<file path="config.mk">
export PLATFORM = sky130hd
export DESIGN_NAME = fifo_mc_sync_flat
export DESIGN_NICKNAME = d
export VERILOG_FILES = /design/src/rtl/fifo_mc_sync_if.sv /design/src/rtl/fifo_mc_sync.sv /design/src/flat_wrapper.sv
export SDC_FILE = /design/constraint.sdc
export NUM_CORES = 1
export LEC_CHECK = 0
export CORE_ASPECT_RATIO = 0.6
export CORE_MARGIN = 1
export CORE_UTILIZATION = 60
export DETAILED_ROUTE_END_ITERATION = 8
export PLACE_DENSITY = 0.78
export SYNTH_ARGS = -nofsm -noshare
export SYNTH_HDL_FRONTEND = slang
export SYNTH_SLANG_ARGS = --single-unit
</file>
<file path="constraint.sdc">
create_clock -name clk -period 4.5 [get_ports clk]
set_input_delay 0.45 -clock clk [delete_from_list [all_inputs] [get_ports clk]]
set_output_delay 0.45 -clock clk [all_outputs]
set_load 0.005 [all_outputs]
</file>
<file path="src/rtl/fifo_mc_sync_if.sv">
// Handshake bundle for the multi-channel synchronous FIFO.
// The master side is the producer/consumer. The slave side is the FIFO itself.
interface fifo_mc_sync_if #(
    parameter int DW    = 8,
    parameter int DEPTH = 16,
    parameter int CH    = 4
);
    localparam int AW = $clog2(DEPTH);
    localparam int CW = $clog2(CH);

    logic [CH-1:0]        wr_en;
    logic [CH*DW-1:0]     wr_data;
    logic                 rd_en;
    logic [CW-1:0]        rd_ch;
    logic [DW-1:0]        rd_data;
    logic                 rd_valid;
    logic [CH-1:0]        flush;
    logic [CH-1:0]        full;
    logic [CH-1:0]        empty;
    logic [CH-1:0]        almost_full;
    logic [CH-1:0]        almost_empty;
    logic [CH*(AW+1)-1:0] count;
    logic [CH-1:0]        ovf;
    logic [CH-1:0]        udf;
    logic                 err_clr;

    modport master (
        output wr_en, wr_data, rd_en, rd_ch, flush, err_clr,
        input  rd_data, rd_valid, full, empty, almost_full, almost_empty,
               count, ovf, udf
    );

    modport slave (
        input  wr_en, wr_data, rd_en, rd_ch, flush, err_clr,
        output rd_data, rd_valid, full, empty, almost_full, almost_empty,
               count, ovf, udf
    );
endinterface

</file>
<file path="src/rtl/fifo_mc_sync.sv">
// Multi-channel synchronous FIFO. There are CH independent queues on one clock.
// Each channel has its own write port. All channels share one read port, and
// rd_ch selects the channel. Each channel reports full, empty and
// almost-full/almost-empty flags, its occupancy, sticky error bits and a flush.
// Optional macro FIFO_MC_FWFT_EN switches the read port to first-word
// fall-through. By default a read returns its data on the next cycle from a register.
module fifo_mc_sync #(
    parameter int DW    = 8,
    parameter int DEPTH = 16,
    parameter int CH    = 4,
    parameter int AF_TH = 14,
    parameter int AE_TH = 2
) (
    input  logic          clk,
    input  logic          arst_n,
    fifo_mc_sync_if.slave bus
);
    localparam int AW = $clog2(DEPTH);
    localparam int CW = $clog2(CH);

    logic [DW-1:0] mem [CH][DEPTH];
    logic [AW:0]   wptr [CH];
    logic [AW:0]   rptr [CH];
    logic [AW:0]   cnt  [CH];

    logic [CH-1:0] full_w, empty_w;
    logic [CH-1:0] rd_hit, wr_acc, ovf_set, udf_set;
    logic [CH-1:0] ovf_q, udf_q;
    logic          rd_acc;
    logic          sel_empty, sel_flush;
    logic [DW-1:0] sel_data;

    // Status flags come straight from the registered occupancy.
    for (genvar g = 0; g < CH; g++) begin : g_flags
        assign full_w[g]       = (cnt[g] == (AW+1)'(DEPTH));
        assign empty_w[g]      = (cnt[g] == '0);
        assign bus.almost_full[g]  = (cnt[g] >= (AW+1)'(AF_TH));
        assign bus.almost_empty[g] = (cnt[g] <= (AW+1)'(AE_TH));
        assign bus.count[g*(AW+1) +: AW+1] = cnt[g];
    end

    assign bus.full  = full_w;
    assign bus.empty = empty_w;
    assign bus.ovf   = ovf_q;
    assign bus.udf   = udf_q;

    // Read-channel select, read and write acceptance, and error events for each channel.
    // A flush cancels any read or write to its own channel in the same cycle.
    always_comb begin
        sel_empty = 1'b1;
        sel_flush = 1'b0;
        sel_data  = '0;
        rd_hit    = '0;
        udf_set   = '0;
        wr_acc    = '0;
        ovf_set   = '0;
        for (int i = 0; i < CH; i++) begin
            if (bus.rd_ch == CW'(i)) begin
                sel_empty = empty_w[i];
                sel_flush = bus.flush[i];
                sel_data  = mem[i][rptr[i][AW-1:0]];
            end
        end
        rd_acc = bus.rd_en && !sel_empty && !sel_flush;
        for (int i = 0; i < CH; i++) begin
            rd_hit[i]  = rd_acc && (bus.rd_ch == CW'(i));
            udf_set[i] = bus.rd_en && (bus.rd_ch == CW'(i)) && empty_w[i] && !bus.flush[i];
            wr_acc[i]  = bus.wr_en[i] && !bus.flush[i] && (!full_w[i] || rd_hit[i]);
            ovf_set[i] = bus.wr_en[i] && !bus.flush[i] && full_w[i] && !rd_hit[i];
        end
    end

    // Storage array. Its contents are not reset. A write to a full channel with a
    // same-cycle read reuses the slot that is being read out.
    always_ff @(posedge clk) begin
        for (int i = 0; i < CH; i++) begin
            if (wr_acc[i]) mem[i][wptr[i][AW-1:0]] <= bus.wr_data[i*DW +: DW];
        end
    end

    // Pointers and occupancy for each channel. A flush returns the channel to empty.
    always_ff @(posedge clk or negedge arst_n) begin
        if (!arst_n) begin
            for (int i = 0; i < CH; i++) begin
                wptr[i] <= '0;
                rptr[i] <= '0;
                cnt[i]  <= '0;
            end
        end else begin
            for (int i = 0; i < CH; i++) begin
                if (bus.flush[i]) begin
                    wptr[i] <= '0;
                    rptr[i] <= '0;
                    cnt[i]  <= '0;
                end else begin
                    if (wr_acc[i]) wptr[i] <= wptr[i] + 1'b1;
                    if (rd_hit[i]) rptr[i] <= rptr[i] + 1'b1;
                    if (wr_acc[i] && !rd_hit[i]) cnt[i] <= cnt[i] + 1'b1;
                    else if (!wr_acc[i] && rd_hit[i]) cnt[i] <= cnt[i] - 1'b1;
                end
            end
        end
    end

    // Sticky error bits. A new event in the same cycle as err_clr keeps its bit set.
    always_ff @(posedge clk or negedge arst_n) begin
        if (!arst_n) begin
            ovf_q <= '0;
            udf_q <= '0;
        end else begin
            ovf_q <= ovf_set | (bus.err_clr ? '0 : ovf_q);
            udf_q <= udf_set | (bus.err_clr ? '0 : udf_q);
        end
    end

`ifdef FIFO_MC_FWFT_EN
    assign bus.rd_data  = sel_data;
    assign bus.rd_valid = !sel_empty;
`else
    logic [DW-1:0] rd_data_q;
    logic          rd_valid_q;

    // Registered read port. The data holds between reads, and valid pulses once for each accepted read.
    always_ff @(posedge clk or negedge arst_n) begin
        if (!arst_n) begin
            rd_data_q  <= '0;
            rd_valid_q <= 1'b0;
        end else begin
            rd_valid_q <= rd_acc;
            if (rd_acc) rd_data_q <= sel_data;
        end
    end

    assign bus.rd_data  = rd_data_q;
    assign bus.rd_valid = rd_valid_q;
`endif
endmodule

</file>
<file path="src/flat_wrapper.sv">
// flat-port wrapper written by rule: the top's interface ports become plain ports
module fifo_mc_sync_flat 
#(
    parameter int DW    = 8,
    parameter int DEPTH = 16,
    parameter int CH    = 4,
    parameter int AF_TH = 14,
    parameter int AE_TH = 2
)
  (clk, arst_n, bus_wr_en, bus_wr_data, bus_rd_en, bus_rd_ch, bus_flush, bus_err_clr, bus_rd_data, bus_rd_valid, bus_full, bus_empty, bus_almost_full, bus_almost_empty, bus_count, bus_ovf, bus_udf);
  fifo_mc_sync_if #(.DW(DW), .DEPTH(DEPTH), .CH(CH)) bus_i ();
  input  logic clk;
  input  logic arst_n;
  input wire logic [$bits(bus_i.wr_en)-1:0] bus_wr_en;
  input wire logic [$bits(bus_i.wr_data)-1:0] bus_wr_data;
  input wire logic [$bits(bus_i.rd_en)-1:0] bus_rd_en;
  input wire logic [$bits(bus_i.rd_ch)-1:0] bus_rd_ch;
  input wire logic [$bits(bus_i.flush)-1:0] bus_flush;
  input wire logic [$bits(bus_i.err_clr)-1:0] bus_err_clr;
  output wire logic [$bits(bus_i.rd_data)-1:0] bus_rd_data;
  output wire logic [$bits(bus_i.rd_valid)-1:0] bus_rd_valid;
  output wire logic [$bits(bus_i.full)-1:0] bus_full;
  output wire logic [$bits(bus_i.empty)-1:0] bus_empty;
  output wire logic [$bits(bus_i.almost_full)-1:0] bus_almost_full;
  output wire logic [$bits(bus_i.almost_empty)-1:0] bus_almost_empty;
  output wire logic [$bits(bus_i.count)-1:0] bus_count;
  output wire logic [$bits(bus_i.ovf)-1:0] bus_ovf;
  output wire logic [$bits(bus_i.udf)-1:0] bus_udf;
  assign bus_i.wr_en = bus_wr_en;
  assign bus_i.wr_data = bus_wr_data;
  assign bus_i.rd_en = bus_rd_en;
  assign bus_i.rd_ch = bus_rd_ch;
  assign bus_i.flush = bus_flush;
  assign bus_i.err_clr = bus_err_clr;
  assign bus_rd_data = bus_i.rd_data;
  assign bus_rd_valid = bus_i.rd_valid;
  assign bus_full = bus_i.full;
  assign bus_empty = bus_i.empty;
  assign bus_almost_full = bus_i.almost_full;
  assign bus_almost_empty = bus_i.almost_empty;
  assign bus_count = bus_i.count;
  assign bus_ovf = bus_i.ovf;
  assign bus_udf = bus_i.udf;
  fifo_mc_sync #(.DW(DW), .DEPTH(DEPTH), .CH(CH), .AF_TH(AF_TH), .AE_TH(AE_TH)) u_core (.clk(clk), .arst_n(arst_n), .bus(bus_i));
endmodule
</file>
==> impl_metrics.csv, run 1 <==
group,metric,value,unit
final_layout,seqCellArea,0.01711,mm^2
synth,synth-edff-count,512,
final_layout,final_layout_size_suffix_gt1_share,14.11,%
clock_tree,cts.sinks,581,
timing,setup_viol,0,
synth,netlist_area,0.02417,mm^2
final_layout,fillers,2520,
routing,routed_via_density,6.358,
synth,syn_inst,1459,
final_layout,final_nets,1699,
synth,synth_warnings,0,
worst_setup_path,critical_path.cell_chain,"nor4_1, a2111o_1, nand3_1, fa_1, a21o_1, a21o_1, o31ai_1, xnor2_1, nor2_1",
clock_tree,clock_path_buffers,3,
floorplan,ios,99,
synth,avgSynthCellArea,16.57,um^2
final_layout,design_area,0.02764,mm^2
routing,vias,13829,
timing,fin_setup_tns,0,ps
worst_setup_path,cp_common_cell,"a21o_1",
synth,synth-main-ff-cell,"edfxtp_1",
grt,grt_pass1_vias,13334,
run,cap_violations,0,
grt,grt_pass1_wl,83.49,mm
final_layout,fin_util,70.18,%
placed_design,placed_cells,2083,
worst_setup_path,end_kind,"flip-flop",
timing,timing.fmax,280.3,MHz
floorplan,core-area,0.03938,mm^2
routing,first_iter_violations,1754,
grt,grt.total_usage,27.83,%
clock_tree,cts_made_buffers,50,
final_layout,syn_to_final_growth,14.33,%
clock_tree,htreeDepth,2,
synth,seq_area_frac_synth,70.75,%
worst_setup_path,worstSetupPathType,"reg2reg",
worst_setup_path,worst-path-buf-inv,0,
clock_tree,cts_tree,"built",
placed_design,hpwl,37.74,mm
run_status,outcome,"finished with violations",
worst_setup_path,worstPathRequired,4960,ps
grt,grt-ovfl-total,0,
run_status,violations,"DRC, hold timing",
placed_design,gp_congestion,0.8833,
grt,grt_max_degree,70,
synth,async_flop_share,11.88,%
final_layout,multi_input_area,0.006691,mm^2
synth,ys_types,52,
placed_design,placed_area,0.02607,mm^2
timing,finalCritPeriodShare,79.29,%
floorplan,placementRows,56,
synth,synth_nets,1545,
floorplan,die_y,157.5,um
grt,antenna_found_initial,1,
routing,ant_nets,0,
final_layout,final_cell_mix,"edfxtp_1 (512), mux2i_1 (138), nor2_1 (106), clkdlybuf4s50_1 (97), nand2_1 (92)",
clock_tree,cts-root-buf,"clkbuf_16",
timing,slew_headroom,29.54,%
worst_setup_path,cp_max_fo,7,
clock_tree,insertion_delay,580,ps
worst_setup_path,cpMaxStageDelayCell,"nor4_1",
clock_tree,cts-resized-gates,0,
floorplan,die_area,0.04112,mm^2
routing,drtPass1Iterations,9,
routing,drt-wirelength-per-cell,25.59,um
synth,synth.ff_latch_count,581,
floorplan,die_w,261.1,um
clock_tree,cts_setup_buffers,0,
worst_setup_path,max_stage_delay,930,ps
clock_tree,cts.clk_slew.worst_paths,70,ps
worst_setup_path,crit_family,"simple AND/OR/NAND/NOR gates",
power_and_ir_drop,power.leakage,9.054,nW
routing,wl,55.66,mm
worst_hold_path,hold_path.class,"in2async",
power_and_ir_drop,irDropWorstVdd,0.3411,mV
timing,finalHoldViolCount,1,
routing,drc,2,
power_and_ir_drop,power_per_cell_area,447.1,mW/mm^2
timing,tightest_slew,1047,ps
final_layout,final_common_cell,"edfxtp_1",
timing,period_minus_slack,3568,ps
clock_tree,ctsHoldBuffers,0,
floorplan,initial_core_util,61.38,%
timing,rsz0062_at_grt,"false",
timing,holdWs,-0.3482,ps
timing,finalMaxSlewViolations,0,
worst_setup_path,worst_ep_arrival_time,4030,ps
final_layout,finalNonFillerCells,2175,
timing,skew,24.72,ps
placed_design,numPortBuffers,98,
worst_setup_path,cp-start-kind,"flip-flop",
==> area by class of cell <==
type	instances	share of cell area, %
diodes	2	0.01811
clock buffers	69	4.899
clock inverters	21	0.7561
inverters	22	0.2988
multi-input cells	788	24.21
flip-flops and latches	581	61.91
well taps	522	2.363
repair buffers	170	5.542
==> cells by family (layout without fill, tap and decap cells) <==
family,count (synthesis),in the layout,share of synthesized area (%)
multiplexers,219,219,12.94
flip-flops,581,581,70.75
other,0,2,0
XOR/XNOR,35,35,1.268
AND/OR/NAND/NOR,336,336,6.377
buffers and inverters,90,282,1.568
adder cells (fa/ha/maj),40,40,2.195
AO/OA/AOI/OAI,158,158,4.907
==> state kept, by name, summed over array words and instances (netlist names) <==
name / flops
u_core.rptr: 16
u_core.bus.rd_valid: 1
u_core.mem: 512
u_core.wptr: 16
u_core.bus.rd_data: 8
u_core.bus.count: 20
u_core.bus.ovf: 4
u_core.bus.udf: 4
==> path summary, 6_finish.rpt <==
path	endpoint	startpoint	slack [ps]	cells after the start
setup reg to reg	u_core.bus.count[19]	u_core.bus.count[16]	930	9
hold / removal	u_core.wptr[0]	arst_n	-0.3	1
max in group asynchronous	u_core.rptr[10]	arst_n	3770	1
setup / recovery	u_core.bus.count[19]	u_core.bus.count[16]	930	9
hold reg to reg	u_core.bus.ovf[2]	u_core.bus.ovf[2]	500	2
min in group clk	u_core.bus.ovf[0]	bus_err_clr	480	2
==> metal layers <==
layer,vias up,global-route usage (%),share of wire [%]
li1,6010,-,-
met1,7041,43.84,44
met2,711,40.14,44
met3,67,5.926,10
met4,0,5.842,1.6
met5,-,0,0
==> metrics by stage <==
| stage | total power, mW | worst slack [ps] | hold WS (ps) |
|---|---|---|---|
| after floorplan | 7.299 | 1349 | 154.4 |
| after global placement | 8.175 | 588.0 | 480.4 |
| after detailed placement | 8.221 | 528.1 | 474.5 |
| after CTS | 12.39 | 994.4 | 29.22 |
| after global routing | 12.76 | 752.3 | 65.93 |
| final | 12.36 | 932.0 | -0.3482 |
==> power by group <==
group,total (mW),internal [mW],switching [mW]
logic,1.80,0.878,0.925
clock network,4.22,2.33,1.89
registers,6.33,6.07,0.260
total,12.4,9.28,3.07
==> synth_stat cells, drive strengths merged, types with 16 or more instances <==
| library cell | count | area (um^2) |
|---|---|---|
| buf | 32 | 161.4 |
| nand4 | 17 | 106.4 |
| o21ai | 22 | 121.4 |
| nand3 | 38 | 190.2 |
| nor3 | 23 | 115.1 |
| edfxtp | 512 | 15370 |
| inv | 20 | 75.07 |
| dfrtp | 69 | 1727 |
| nand2 | 92 | 345.3 |
| nand2b | 17 | 106.4 |
| xor2 | 16 | 140.1 |
| mux4 | 74 | 1667 |
| clkbuf | 36 | 135.1 |
| a21oi | 25 | 136.4 |
| mux2i | 138 | 1381 |
| xnor2 | 19 | 166.4 |
| nor2 | 106 | 397.9 |
| a22oi | 40 | 300.3 |
| ha | 36 | 450.4 |
==> worst reg2reg max path: stages (launching register included) <==
cell	delay, ps
dfrtp_1	490
nor4_1	930
a2111o_1	450
nand3_1	260
fa_1	470
a21o_1	190
a21o_1	180
o31ai_1	260
xnor2_1	170
nor2_1	60
Power figures use the tool's default switching activity.
==> run 2: changes to the inputs <==
--- a/config.mk
+++ b/config.mk
@@ -7,9 +7,9 @@
 export LEC_CHECK = 0
 export CORE_ASPECT_RATIO = 0.6
 export CORE_MARGIN = 1
-export CORE_UTILIZATION = 60
+export CORE_UTILIZATION = 55
 export DETAILED_ROUTE_END_ITERATION = 8
-export PLACE_DENSITY = 0.78
+export PLACE_DENSITY = 0.75
 export SYNTH_ARGS = -nofsm -noshare
 export SYNTH_HDL_FRONTEND = slang
 export SYNTH_SLANG_ARGS = --single-unit
==> constraint.sdc (replaced) <==
create_clock -name clk -period 3.2 [get_ports clk]
set_input_delay 0.32 -clock clk [delete_from_list [all_inputs] [get_ports clk]]
set_output_delay 0.32 -clock clk [all_outputs]
set_load 0.005 [all_outputs]
==> run 2 against run 1 <==
Against the previous run:
- the run now ends clean
- design area rose by 3.0%
- wire length rose by 5.6%
- setup slack got worse by 720 ps
- maximum frequency rose by 19%
- sequential power rose by 39%
- via count rose by 3.1%
- register-to-register slack got worse by 720 ps
- global-route usage fell by 0.95 points
- power rose by 43%
- first-iteration DRC count rose by 5.1%
- critical path type unchanged
- critical endpoint is now u_core.bus.count[9]
- largest power group unchanged
- highest routed layer is now met5
==> impl_metrics.csv, run 2 (synthesis gave the netlist of run 1 again) <==
group,metric,value,unit
run_status,outcome,"finished, final reports clean",
clock_tree,ctsHoldBuffers,1,
grt,grt_pass1_vias,13916,
routing,ant_nets,0,
grt,grt.total_usage,26.88,%
clock_tree,cts_setup_buffers,0,
power_and_ir_drop,power.leakage,9.551,nW
routing,vias,14263,
worst_setup_path,reg2reg_slack,210,ps
clock_tree,cts_tree,"built",
floorplan,die_w,272.6,um
placed_design,placed_cells,2228,
clock_tree,clock_path_buffers,3,
timing,rsz0062_at_grt,"false",
timing,finalMaxSlewViolations,0,
grt,gr-usage-met3,6.208,%
routing,drtPass1Iterations,7,
floorplan,placementRows,59,
final_layout,fin_util,65.70,%
timing,timing.fmax,334.7,MHz
worst_setup_path,startpoint,"u_core.bus.count[6]",
worst_setup_path,r2r_start,"u_core.bus.count[6]",
placed_design,numPortBuffers,98,
routing,first_iter_violations,1843,
routing,routed_via_density,6.137,
timing,setup_viol,0,
clock_tree,insertion_delay,600,ps
grt,grt-ovfl-total,0,
timing,slew_headroom,33.64,%
clock_tree,cts_made_buffers,51,
floorplan,ios,99,
power_and_ir_drop,power_per_cell_area,621.1,mW/mm^2
worst_hold_path,holdCritStartpoint,"bus_err_clr",
grt,use_met1,42.60,%
grt,grt.met2_usage,37.33,%
worst_setup_path,cp-start-kind,"flip-flop",
final_layout,finalNonFillerCells,2324,
timing,finalCritPeriodShare,93.36,%
clock_tree,cts.sinks,581,
final_layout,final_layout_size_suffix_gt1_share,18.91,%
clock_tree,cts-root-buf,"clkbuf_16",
final_layout,antennaDiodeCount,0,
final_layout,final_cell_mix,"edfxtp_1 (512), buf_4 (157), mux2i_1 (138), nor2_1 (106), clkdlybuf4s50_1 (97)",
floorplan,die_area,0.04482,mm^2
timing,finalHoldViolCount,0,
worst_setup_path,cp_max_fo,4,
final_layout,final_common_cell,"edfxtp_1",
worst_setup_path,worstPathRequired,3700,ps
floorplan,die_y,164.4,um
grt,busiest_layer,"met1",
placed_design,hpwl,40.32,mm
routing,drc,0,
floorplan,initial_core_util,55.78,%
routing,drt-wirelength-per-cell,25.29,um
floorplan,core-area,0.04333,mm^2
power_and_ir_drop,finalPower,17.68,mW
timing,fin_setup_tns,0,ps
final_layout,largest_reg_flops,512,
clock_tree,cts-resized-gates,0,
grt,grt_pass1_wl,88.13,mm
final_layout,fillers,2857,
grt,grt_max_degree,70,
clock_tree,cts.clk_slew.worst_paths,70,ps
routing,wl,58.77,mm
grt,antenna_found_initial,1,
run,cap_violations,0,
worst_setup_path,end_kind,"flip-flop",
worst_hold_path,hold_path.class,"in2reg",
final_layout,syn_to_final_growth,17.78,%
power_and_ir_drop,irDropWorstVdd,0.5051,mV
timing,period_minus_slack,2987,ps
timing,tightest_slew,995.4,ps
worst_setup_path,worstSetupPathType,"reg2reg",
worst_setup_path,worst_ep_arrival_time,3490,ps
placed_design,gp_congestion,0.8873,
timing,skew,23.64,ps
clock_tree,htreeDepth,2,
final_layout,final_nets,1789,
## run 2: cell types whose count changed in the layout (fill, tap and decap cells not counted), sizes merged
| cell | delta |
|---|---|
| buf | +88 |
| bufinv | -3 |
| diode | -2 |
| clkinv | +9 |
| dlygate4sd3 | +1 |
| inv | -1 |
## run 2: through the flow
| stage | setup WS (ps) | hold WS, ps | instance area, um^2 |
|---|---|---|---|
| 2_1_floorplan | 108.9 | 24.41 | 24170 |
| 3_3_place_gp | -91.22 | 483.9 | 26840 |
| 3_5_place_dp | -139.0 | 484.3 | 26840 |
| 4_1_cts | 309.6 | 297.8 | 28470 |
| 5_1_grt | 131.4 | 310.1 | 28470 |
| 6_report | 212.6 | 322.9 | 28470 |
## run 2: per-layer routing
metal | wire length [um] | share of wire, %
met4 | 1292 | 2.2
met5 | 13 | 0.022
met1 | 26060 | 44
met2 | 25090 | 43
met3 | 6306 | 11
## run 2: path summary, 6_finish.rpt
check	to	cells past startpoint
min in group asynchronous	u_core.wptr[8]	2
min reg2reg	u_core.bus.rd_data[2]	2
max reg2reg	u_core.bus.count[9]	9
max	u_core.bus.count[9]	9
min	u_core.bus.ovf[0]	2
max in group asynchronous	u_core.rptr[10]	2
## run 2: worst max-delay path, cell delays in order (launching register included)
cell      delay (ps)
dfrtp_1          390
nor4_1           570
a2111o_1         260
nand3_1          110
buf_4            180
fa_1             410
a21o_1           200
a21o_1           180
or3_1            330
a311oi_1         270
## run 2: area by class of cell
class | instances | area [um^2] | share of cell area, %
Timing Repair Buffer | 259 | 2240 | 7.867
Inverter | 22 | 82.58 | 0.2901
Clock buffer | 69 | 1425 | 5.006
Clock inverter | 26 | 196.4 | 0.6900
Tap cell | 579 | 724.4 | 2.545
Sequential cell | 581 | 17110 | 60.10
Multi-Input combinational cell | 788 | 6691 | 23.50
## run 2: where the power goes
group          total [mW]  internal, mW  switching, mW
clock network        5.96          3.23           2.73
registers            8.81          8.54          0.276
logic                2.91          1.46           1.45
==> run 3: changes to the inputs <==
--- a/config.mk
+++ b/config.mk
@@ -5,11 +5,12 @@
 export SDC_FILE = /design/constraint.sdc
 export NUM_CORES = 1
 export LEC_CHECK = 0
+export ABC_AREA = 1
 export CORE_ASPECT_RATIO = 0.6
 export CORE_MARGIN = 1
-export CORE_UTILIZATION = 55
+export CORE_UTILIZATION = 60
 export DETAILED_ROUTE_END_ITERATION = 8
-export PLACE_DENSITY = 0.75
+export PLACE_DENSITY = 0.78
 export SYNTH_ARGS = -nofsm -noshare
 export SYNTH_HDL_FRONTEND = slang
 export SYNTH_SLANG_ARGS = --single-unit
==> constraint.sdc (replaced) <==
create_clock -name clk -period 3.5 [get_ports clk]
set_input_delay 0.35 -clock clk [delete_from_list [all_inputs] [get_ports clk]]
set_output_delay 0.35 -clock clk [all_outputs]
set_load 0.005 [all_outputs]
==> run 3 against run 2 <==
Against the previous run:
- hold slack better by 120 ps
- cell count up 31%
- clock power down 2%
- clock skew down 0.74 ps
- critical path type unchanged
==> impl_metrics.csv, run 3 <==
group,metric,value,unit
grt,grt_max_degree,73,
timing,finalHoldViolCount,0,
worst_setup_path,end_kind,"flip-flop",
clock_tree,cts_tree,"built",
floorplan,placementRows,57,
floorplan,die_y,160.7,um
final_layout,seqCellArea,0.01711,mm^2
routing,first_iter_violations,2563,
grt,grt-ovfl-total,0,
routing,drc,0,
run,cap_violations,0,
final_layout,final_common_cell,"nor2_1",
synth,avgSynthCellArea,10.87,um^2
floorplan,die_w,266.5,um
synth,synth_top_area_share,61.03,%
placed_design,hpwl,42.72,mm
synth,synth_common_cells,"nor2_1 (531), edfxtp_1 (512), nand2_1 (345)",
clock_tree,cts_made_buffers,51,
final_layout,fillers,2963,
synth,yosysTopAreaCell,"edfxtp_1",
grt,use_met1,47.27,%
worst_hold_path,hold_path.class,"in2async",
synth,synth_nets,2404,
clock_tree,cts-root-buf,"clkbuf_16",
timing,rsz0062_at_grt,"false",
worst_setup_path,cp_common_cell,"nand2_1",
routing,wl,64.49,mm
worst_setup_path,cp_max_fo,8,
worst_setup_path,crit_family,"simple AND/OR/NAND/NOR gates",
floorplan,initial_core_util,61.54,%
worst_setup_path,cpMaxStageDelayCell,"dfrtp_1",
worst_setup_path,max_stage_delay,470,ps
clock_tree,insertion_delay,590,ps
floorplan,die_area,0.04284,mm^2
synth,ys_types,39,
worst_setup_path,cp-start-kind,"flip-flop",
final_layout,final_cell_mix,"nor2_1 (531), edfxtp_1 (512), nand2_1 (345), o21ai_0 (268), nand3_1 (164)",
floorplan,core-area,0.04094,mm^2
routing,routed_via_density,5.921,
final_layout,largest_reg_flops,512,
placed_design,numPortBuffers,98,
routing,vias,17994,
timing,period_minus_slack,2957,ps
synth,synth_most_common_cell,"nor2_1",
timing,fin_setup_tns,0,ps
final_layout,final_nets,2523,
clock_tree,clock_path_buffers,3,
synth,syn_inst,2318,
synth,async_flop_share,11.88,%
clock_tree,cts.clk_slew.worst_paths,70,ps
worst_setup_path,worstSetupPathType,"reg2reg",
floorplan,ios,99,
clock_tree,htreeDepth,2,
grt,gr-usage-met3,6.808,%
synth,synth_area_leaders,"edfxtp_1 (61%), nor2_1 (7.9%), dfrtp_1 (6.9%)",
clock_tree,cts.sinks,581,
routing,ant_nets,0,
placed_design,gp_congestion,0.9436,
worst_setup_path,worstPathRequired,4030,ps
final_layout,final_layout_size_suffix_gt1_share,7.997,%
routing,drt-wirelength-per-cell,21.22,um
synth,synth_warnings,0,
synth,seq_area_frac_synth,67.88,%
worst_setup_path,critical_path.cell_chain,"nor2_1, nand4_1, nand2_1, nor2_4, nand3_2, nand3_2, fa_1, nand3_1, nand2_1, xor2_1, nand4_1, nand2_1, nand3_1, nand2_1",
power_and_ir_drop,power.leakage,10.70,nW
timing,setup_ws,543.5,ps
grt,antenna_found_initial,3,
synth,synth.ff_latch_count,581,
timing,finalCritPeriodShare,84.47,%
final_layout,syn_to_final_growth,14.07,%
run_status,outcome,"finished, final reports clean",
grt,grt.met2_usage,43.09,%
routing,drtPass1Iterations,6,
power_and_ir_drop,power_per_cell_area,569.5,mW/mm^2
grt,grt.total_usage,30.27,%
timing,setup_viol,0,
final_layout,multi_input_area,0.007228,mm^2
timing,tightest_slew,1243,ps
synth,netlist_area,0.02519,mm^2
synth,synth-main-ff-cell,"edfxtp_1",
timing,timing.fmax,338.2,MHz
final_layout,finalNonFillerCells,3039,
worst_setup_path,worst_ep_arrival_time,3490,ps
grt,busiest_layer,"met1",
clock_tree,cts-resized-gates,0,
timing,slew_headroom,17.05,%
grt,grt_pass1_vias,16787,
timing,finalMaxSlewViolations,0,
placed_design,dpl_worst_slack,270.4,ps
placed_design,placed_cells,2943,
synth,synth-edff-count,512,
worst_setup_path,worst-path-buf-inv,0,
timing,skew,22.90,ps
grt,grt_pass1_wl,97.48,mm
power_and_ir_drop,irDropWorstVdd,0.3965,mV
run 3: path summary, 6_finish.rpt:
| check | from | to | slack (ps) | cells past startpoint |
|---|---|---|---|---|
| max | u_core.bus.count[12] | u_core.bus.count[4] | 540 | 14 |
| min | arst_n | u_core.bus.count[15] | 440 | 2 |
| max reg2reg | u_core.bus.count[12] | u_core.bus.count[4] | 540 | 14 |
| min reg2reg | u_core.bus.rd_data[4] | u_core.bus.rd_data[4] | 510 | 2 |
| max in group asynchronous | arst_n | u_core.rptr[10] | 2370 | 2 |
| min in group clk | u_core.bus.rd_data[4] | u_core.bus.rd_data[4] | 510 | 2 |
run 3: area by class of cell:
type                       count  share of cell area, %
inverter                     107                  1.398
antenna                        3                0.02612
sequential                   581                  59.52
tap                          560                  2.438
timing repair buffer         175                  5.512
multi-input combinational   1521                  25.15
clock buffer                  60                  4.559
clock inverter                32                  1.389
run 3: kinds of logic (layout without fill, tap and decap cells):
kind of cell | after synthesis | count (layout) | share of synthesized area, %
compound gates | 364 | 364 | 7.763
other cells | 0 | 3 | 0
flops | 581 | 581 | 67.88
xor+xnor | 19 | 19 | 0.6605
buf+inv | 216 | 374 | 3.427
fa+ha+maj | 40 | 40 | 2.106
simple gates | 1098 | 1098 | 18.16
run 3: through the flow:
stage | area [um^2] | hold slack (ps) | utilization, % | power (mW)
after floorplan | 25190 | 54.41 | - | 9.407
after global placement | 27010 | 504.7 | 65.98 | 10.51
after detailed placement | 27010 | 486.2 | 65.98 | 10.59
after CTS | 28730 | 469.6 | 70.18 | 16.36
after global routing | 28740 | 525.5 | 70.20 | 16.92
final | 28740 | 441.7 | 70.20 | 16.36
run 3: routing by layer:
| layer | part of all wire, % | routed length [um] |
|---|---|---|
| met5 | 0 | 0 |
| met4 | 2.2 | 1399 |
| met3 | 12 | 7469 |
| met2 | 43 | 27990 |
| met1 | 43 | 27630 |
run 3: power by group:
group          internal, mW  switching [mW]  total, mW
logic                 0.973            1.51       2.49
clock network          3.35            2.50       5.85
registers              7.77           0.257       8.03
total                  12.1            4.27       16.4
run 3: timing repair:
item / CTS / global route
hold endpoints to repair: 69 / 0
buffers inserted: 0 / 0
hold buffers: 1 / 0
setup endpoints to repair: 0 / 0
